<file path="src/rtl/midi_tx_arbiter.sv">
// midi_tx_arbiter: round-robin sharing of one uart_tx among NUM_REQ MIDI sources, one whole message per grant.
// Define MIDI_RUNNING_STATUS_EN to suppress repeated channel-status bytes (MIDI running status).
module midi_tx_arbiter #(
  parameter int NUM_REQ = 4
) (
  input  logic                   i_Clock,
  input  logic                   i_Rst_n,
  input  logic [NUM_REQ-1:0]     i_Req,
  input  logic [24*NUM_REQ-1:0]  i_Msg,
  input  logic [2*NUM_REQ-1:0]   i_Msg_Len,
  output logic [NUM_REQ-1:0]     o_Gnt,
  output logic                   o_Tx_DV,
  output logic [7:0]             o_Tx_Byte,
  input  logic                   i_Tx_Done,
  output logic                   o_Busy
);
  localparam int PW = $clog2(NUM_REQ);
  typedef enum logic [1:0] {IDLE, SEND, WAIT} state_t;
  state_t state;
  logic [PW-1:0] ptr, win, cand;
  logic [23:0] msg, w_msg;
  logic [1:0] len, idx, w_len;
  logic skip;
  int j;
  always_comb begin
    win = '0;
    cand = '0;
    j = 0;
    for (int i = NUM_REQ - 1; i >= 0; i--) begin
      j = int'(ptr) + i;
      if (j >= NUM_REQ) j = j - NUM_REQ;
      cand = PW'(j);
      if (i_Req[cand]) win = cand;
    end
  end
  assign w_msg = i_Msg[24*int'(win) +: 24];
  assign w_len = i_Msg_Len[2*int'(win) +: 2];
`ifdef MIDI_RUNNING_STATUS_EN
  logic [7:0] last_status;
  // last_status only ever holds 0x00 or a channel status, so a nonzero match is a channel-status repeat
  assign skip = (w_msg[7:0] == last_status) && (last_status != 8'h00);
  always_ff @(posedge i_Clock or negedge i_Rst_n)
    if (!i_Rst_n) last_status <= 8'h00;
    else if (state == SEND && idx == 2'd0)
      last_status <= (msg[7:4] == 4'hF) ? (msg[3] ? last_status : 8'h00) : (msg[7] ? msg[7:0] : last_status);
`else
  assign skip = 1'b0;
`endif
  always_ff @(posedge i_Clock or negedge i_Rst_n)
    if (!i_Rst_n) begin
      state <= IDLE;
      ptr <= '0;
      msg <= '0;
      len <= '0;
      idx <= '0;
      o_Gnt <= '0;
      o_Tx_DV <= 1'b0;
      o_Tx_Byte <= '0;
      o_Busy <= 1'b0;
    end else begin
      o_Gnt <= '0;
      o_Tx_DV <= 1'b0;
      case (state)
        IDLE: if (|i_Req) begin
          o_Gnt <= {{(NUM_REQ-1){1'b0}}, 1'b1} << win;
          ptr <= (int'(win) == NUM_REQ - 1) ? '0 : win + 1'b1;
          msg <= w_msg;
          len <= w_len;
          idx <= {1'b0, skip};
          o_Busy <= w_len > {1'b0, skip};
          state <= (w_len > {1'b0, skip}) ? SEND : IDLE;
        end
        SEND: begin
          o_Tx_DV <= 1'b1;
          o_Tx_Byte <= msg[{idx, 3'b000} +: 8];
          state <= WAIT;
        end
        WAIT: if (i_Tx_Done) begin
          if ({1'b0, idx} + 3'd1 < {1'b0, len}) begin
            idx <= idx + 2'd1;
            state <= SEND;
          end else begin
            o_Busy <= 1'b0;
            state <= IDLE;
          end
        end
        default: state <= IDLE;
      endcase
    end
endmodule

</file>
<file path="config.mk">
export PLATFORM = sky130hd
export DESIGN_NAME = midi_tx_arbiter
export DESIGN_NICKNAME = d
export VERILOG_FILES = /design/src/rtl/midi_tx_arbiter.sv
export SDC_FILE = /design/constraint.sdc
export NUM_CORES = 1
export LEC_CHECK = 0
export CAP_MARGIN = 40
export CELL_PAD_IN_SITES_DETAIL_PLACEMENT = 1
export CELL_PAD_IN_SITES_GLOBAL_PLACEMENT = 2
export CORE_ASPECT_RATIO = 0.7
export CORE_MARGIN = 3
export CORE_UTILIZATION = 26
export DETAILED_ROUTE_END_ITERATION = 16
export GPL_TIMING_DRIVEN = 1
export PLACE_DENSITY = 0.92
export SETUP_SLACK_MARGIN = 0.15
export SYNTH_ARGS = -nofsm -noshare
export SYNTH_HDL_FRONTEND = slang
export SYNTH_SLANG_ARGS = --single-unit
</file>
<file path="constraint.sdc">
create_clock -name i_Clock -period 2.6 [get_ports i_Clock]
set_input_delay 0.26 -clock i_Clock [delete_from_list [all_inputs] [get_ports i_Clock]]
set_output_delay 0.26 -clock i_Clock [all_outputs]
set_load 0.02 [all_outputs]
</file>
==> flow_metrics.tcl, run 1 <==
set metrics [dict create \
    syn_inst 262 \
    synth_edf_count 0 \
    ys_seq_area_share_pct 38.7 \
    drtAntennaViolNets 0 \
    drcViolationCount 0 \
    cp-startpoint "i_Req[3]" \
    pre_cts_slack_ns 0.201 \
    yosysMostFrequentCell "mux2i_1" \
    maxSlewHeadroom_pct 55.0 \
    fin_util_pct 42.2 \
    grt_usage_pct 13.7 \
    grt_pass1_wl_mm 14.0 \
    cts_tree "built" \
    period_share_pct 81.7 \
    n_fill_cell 1191 \
    end_kind "flip-flop" \
    core_um2 10700 \
    final_nets 505 \
    fin_tns_setup_ns 0 \
    netlist_top_cells_count "mux2i_1, dfrtp_1, mux2_2, nor2_1, nand2_1" \
    ctsLongestPathBuffers 2 \
    post_drt_via_cell_ratio 4.52 \
    dr_wl_met3_um 639 \
    antenna_found_initial 0 \
    async_flop_share_pct 100 \
    synth.cell_area_um2 2970 \
    maxCapViolCount 0 \
    fin_cells 537 \
    dr.max_layer_used "met4" \
    vias 2429 \
    min_path_type "primary input to async pin" \
    syn_area_per_cell_um2 11.3 \
    holdWs_ns 0.478 \
    r2r_slack_ns 0.52 \
    synth_nets 379 \
    clk_latency_ns 0.28 \
    io_buffer_count 124 \
    dieWidth_um 134 \
    synth_seq_cells 46 \
    area_delta_synth_final_pct 52.7 \
    start_kind "primary input" \
    p_per_area_nw_per_um2 965 \
    synth_cell_type_count 34 \
    dr.pass1.iters 4 \
    synth.area.top_cells "dfrtp_1, mux2i_1, mux2_2" \
    leakagePower_nw 1.96 \
    grt_max_degree 36 \
    first_global_vias 2713 \
    synth_flop_cell "dfrtp_1" \
    clock_sinks 46 \
    hold_viol 0 \
    vdd_drop_max_mv 0.377 \
    num_rows 31 \
    wl_met1_mm 4.08 \
    critPathKind "primary input to flip-flop" \
    skew_ns 0.00425 \
    finalMaxSlewViolations 0 \
    initial_core_util_pct 27.7 \
    setup_viol 0 \
    cts.clk_slew.worst_paths_ns 0.06 \
    hpwlAfterDp_mm 6.78 \
    drive_above_1_share_pct 13.4 \
    max_freq_mhz 471 \
    min_period_ns 2.12 \
    crit_end "state[0]" \
    netlist.top_cell.by_area "dfrtp_1" \
    cts_root_buffer "clkbuf_16" \
    ios 125 \
    synth_top_cell_area_share_pct 38.7 \
    worstMarginPinSlew_ns 0.673 \
    critPathMaxFanout 7 \
    cts_resized 0 \
    die_area_um2 12800 \
    r2r-start "idx[1]" \
    reg2reg_to "idx[1]" \
    overflow 0 \
    drt_first_iter_violations 63 \
    synth_warnings 0 \
    worstPathRequired_ns 2.75 \
    r2r_cells 6 \
    arrival_ns 2.28 \
    antennaDiodeCount 0 \
    worst_slack_ns 0.477 \
    die_h_um 95.5 \
    met2_length_mm 3.76 \
    grt_setup_unrepaired "no" \
    dp.cells 528 \
    wl_mm 8.53 \
    gp_congestion 0.699 \
    outcome "complete, no violations" \
    cts-buffers-inserted 5 \
    cts.htree.levels 2 \
    wl_per_cell_um 15.9 \
]
==> worst max-delay path, stage by stage <==
cell and delay, ns:
clkdlybuf4s50_1 0.54, nor2_1 0.10, nor4b_2 0.37, or2_2 0.26, inv_2 0.10, mux2_4 0.32, o211ai_2 0.21, nand3_1 0.10
==> area by class of cell <==
class / instances / area (µm²) / share of cell area, %
clock buffer: 7 / 133 / 2.92
clock inverter: 1 / 30.0 / 0.662
inverter: 8 / 30.0 / 0.662
multi-input combinational: 192 / 1650 / 36.4
sequential: 46 / 1150 / 25.4
tap: 148 / 185 / 4.08
timing repair buffer: 135 / 1360 / 29.9
==> cells in the final DEF, fill, tap and decap left out, types with 2 or more instances in the layout <==
cell	synthesis	layout
a211o_1	4	4
a21oi_1	9	9
and2_1	4	4
buf_12	3	3
buf_4	0	7
clkbuf_1	5	2
clkbuf_16	0	5
clkdlybuf4s50_1	0	123
dfrtp_1	46	46
ha_1	5	5
inv_1	7	7
mux2_2	25	25
mux2_4	2	2
mux2i_1	80	80
nand2_1	13	13
nand2b_1	2	2
nand3_1	2	2
nor2_1	14	14
nor2b_1	4	4
nor3b_1	2	2
o211ai_2	2	2
o21ai_0	12	12
o21ai_1	2	2
==> through the flow <==
step	total power, W	instance area [µm²]
6_report	0.00438	4540
5_1_grt	0.00476	4540
4_1_cts	0.00447	4540
3_5_place_dp	0.00374	4370
3_3_place_gp	0.00364	4350
2_1_floorplan	0.00300	2970
==> power by group <==
part	switching (W)	internal [W]	leakage, nW
registers	0.000228	0.00107	0.556
clock network	0.000247	0.000454	0.0781
logic	0.00112	0.00125	1.32
==> cell families (layout without fill, tap and decap cells) <==
family / count (synthesis) / count (layout) / share of synthesized area [%]
buffers and inverters: 24 / 151 / 6.23
flip-flops: 46 / 46 / 38.7
multiplexers: 107 / 107 / 37.4
AO/OA/AOI/OAI: 32 / 32 / 6.61
AND/OR/NAND/NOR: 47 / 47 / 8.25
adder cells (fa/ha/maj): 6 / 6 / 2.78
==> metal layers <==
| layer | vias up | track usage (%) |
|---|---|---|
| met5 | - | 0 |
| met4 | 0 | 2.05 |
| met3 | 6 | 4.22 |
| met2 | 89 | 22.5 |
| met1 | 1148 | 18.3 |
| li1 | 1186 | - |
==> worst min-delay path by stage <==
stage                 startpoint            to  slack, ns  cells past startpoint
global route             msg[16]       msg[16]       0.51                      1
global placement    o_Tx_Byte[3]  o_Tx_Byte[3]       0.47                      2
finish                   i_Rst_n  o_Tx_Byte[1]       0.48                      2
floorplan                i_Rst_n        idx[0]      -0.04                      0
detailed placement       i_Rst_n  o_Tx_Byte[0]       0.26                      1
CTS                      i_Rst_n       msg[18]       0.49                      2
==> registers in the layout (all words and copies together), names as in the netlist, 2 cells and up <==
signal	cells
o_Gnt	4
state	2
len	2
msg	24
o_Tx_Byte	8
idx	2
ptr	2
==> what timing repair did <==
item / in CTS / in global routing
hold buffers: 1 / 0
endpoints found under the setup margin: 0 / 0
hold endpoints to repair: 18 / 0
setup buffers: 0 / 0
(Power assumes the default switching activity.)
==> inputs of run 2 (changes only) <==
==> constraint.sdc (replaced) <==
create_clock -name i_Clock -period 2.1 [get_ports i_Clock]
set_input_delay 0.21 -clock i_Clock [delete_from_list [all_inputs] [get_ports i_Clock]]
set_output_delay 0.21 -clock i_Clock [all_outputs]
set_load 0.02 [all_outputs]
==> run 2 against run 1 <==
Non-clock buffer count grew 9. Total power increased by 31%. Utilization increased by 1.5 points. Largest power group unchanged. Highest routed layer unchanged.
==> flow_metrics.tcl, run 2 (synthesis gave the netlist of run 1 again) <==
set metrics [dict create \
    mostFrequentLayoutCells "clkdlybuf4s50_1, mux2i_1, dfrtp_1, mux2_2, buf_4" \
    period_share_pct 88.0 \
    drt_first_iter_violations 42 \
    end_kind "flip-flop" \
    p_int_w 0.00363 \
    crit_buf_inv 1 \
    antennaDiodeCount 0 \
    initial_core_util_pct 27.7 \
    r2r-start "ptr[0]" \
    grt_setup_unrepaired "yes" \
    critPathKind "flip-flop to flip-flop" \
    area_delta_synth_final_pct 58.0 \
    switchingPower_w 0.00212 \
    min_path_type "primary input to async pin" \
    pwr-share-comb_pct 56.1 \
    cts.clk_slew.worst_paths_ns 0.06 \
    dieWidth_um 134 \
    fin_util_pct 43.7 \
    antenna_found_initial 0 \
    met2_length_mm 4.20 \
    wl_mm 9.07 \
    critPathMaxFanout 8 \
    cts_root_buffer "clkbuf_16" \
    post_drt_via_cell_ratio 4.61 \
    drcViolationCount 0 \
    maxSlewHeadroom_pct 58.4 \
    cts-buffers-inserted 5 \
    maxCapViolCount 0 \
    drive_above_1_share_pct 17.6 \
    finalMaxSlewViolations 0 \
    ios 125 \
    cts.htree.levels 2 \
    largest_register_ffs 24 \
    cp_slowest_cell "dfrtp_1" \
    layout_commonest_cell "clkdlybuf4s50_1" \
    leakagePower_nw 2.06 \
    regMostFlops "msg" \
    io_buffer_count 124 \
    r2r_slack_ns 0.25 \
    regArea_um2 1150 \
    start_kind "flip-flop" \
    cts_tree "built" \
    dr.pass1.iters 4 \
    r2r_cells 7 \
    setup_viol 0 \
    cp_top_family "multiplexers" \
    worstMarginPinSlew_ns 0.621 \
    num_rows 31 \
    multi_input_area_um2 1690 \
    seq_power_share_pct 28.0 \
    clk_latency_ns 0.29 \
    min_period_ns 1.85 \
    grt_usage_pct 14.7 \
    p_per_area_nw_per_um2 1220 \
    skew_ns 0.00882 \
    reg_top3 "msg (24), o_Tx_Byte (8), o_Gnt (4)" \
    dr.max_layer_used "met4" \
    dr_wl_met3_um 675 \
    wl_met1_mm 4.12 \
    max_stage_delay_ns 0.43 \
    reg2reg_to "msg[20]" \
    clockPowerShare_pct 15.9 \
    clock_sinks 46 \
    first_global_vias 2859 \
    overflow 0 \
    switching_share_pct 36.8 \
    final_nets 514 \
    grt_pass1_wl_mm 14.6 \
    total_power_w 0.00575 \
    vdd_drop_max_mv 0.415 \
    die_area_um2 12800 \
    hold_viol 0 \
    hpwlAfterDp_mm 7.13 \
    core_um2 10700 \
    drtAntennaViolNets 0 \
    gp_congestion 0.717 \
    grt_max_degree 36 \
    outcome "complete, no violations" \
    die_h_um 95.5 \
    wl_per_cell_um 16.6 \
    arrival_ns 2.03 \
    n_fill_cell 1193 \
    worstPathRequired_ns 2.28 \
    vias 2519 \
    cp_cell_sequence "nor2b_2, nor2_1, o21a_4, buf_12, mux2i_1, mux2i_2, mux2_2" \
    max_freq_mhz 541 \
    ctsLongestPathBuffers 2 \
]
-- run 2: cell count changes in the layout (fill, tap and decap cells not counted), moves of 2 or more --
cell	previous run	this run
buf_4	7	14
clkbuf_1	2	0
dlymetal6s2s_1	0	4
nor2b_1	4	1
mux2i_2	0	2
nor2b_2	0	2
mux2i_1	80	78
clkdlybuf4s50_1	123	119
-- run 2: worst register-to-register path, cell delays in order (launching register included) --
cell and delay [ns]:
dfrtp_1 0.43, nor2b_2 0.22, nor2_1 0.09, o21a_4 0.26, buf_12 0.16, mux2i_1 0.18
mux2i_2 0.14, mux2_2 0.28
-- run 2: timing repair --
action / in CTS / in global routing
endpoints found under the hold margin: 18 / 0
resized for setup: 4 / 11
hold buffers: 1 / 0
buffers inserted: 0 / 1
setup endpoints to repair: 12 / 24
pin swaps: 0 / 3
cloned: 0 / 1
-- run 2: final cells by class --
| class | instances | area share, % |
|---|---|---|
| Inverter | 8 | 0.639 |
| Clock inverter | 3 | 0.933 |
| Sequential cell | 46 | 24.5 |
| Multi-Input combinational cell | 192 | 36.1 |
| Tap cell | 148 | 3.94 |
| Timing Repair Buffer | 144 | 31.2 |
| Clock buffer | 5 | 2.66 |
-- run 2: power by group through the flow --
stage	Sequential, W	Clock [W]	Combinational, W
after floorplan	0.00167	0	0.00205
after global placement	0.00160	0	0.00305
after detailed placement	0.00162	0	0.00317
after CTS	0.00161	0.000947	0.00320
after global routing	0.00167	0.000984	0.00354
final	0.00161	0.000912	0.00322
-- run 2: metal layers --
layer / up-vias / GRT usage (%)
met4: 0 / 3.34
met2: 83 / 25.5
met1: 1221 / 17.9
met5: - / 0
met3: 5 / 4.85
li1: 1210 / -
-- run 2: through the flow --
stage               setup TNS [ns]  cell area (µm²)  std cells  setup slack [ns]  hold WS, ns
finish                           0             4700        546             0.252        0.408
global route                     0             4700        546             0.139        0.450
CTS                              0             4620        544             0.166        0.422
detailed placement           -4.21             4430        535            -0.228        0.188
global placement             -1.02             4430        535            -0.108        0.185
floorplan                        0             2980        262             0.170      -0.0856
-- run 2: worst max-delay path by stage --
stage                         from  endpoint  slack (ns)  cells after the start
after CTS                 i_Req[1]  state[0]        0.17                      8
after global placement    i_Req[3]   msg[20]       -0.11                      7
after floorplan             idx[1]    idx[1]        0.17                      7
after detailed placement  i_Req[0]  state[0]       -0.23                      8
after global routing        ptr[0]    o_Busy        0.14                      7
final                       ptr[0]   msg[20]        0.25                      7
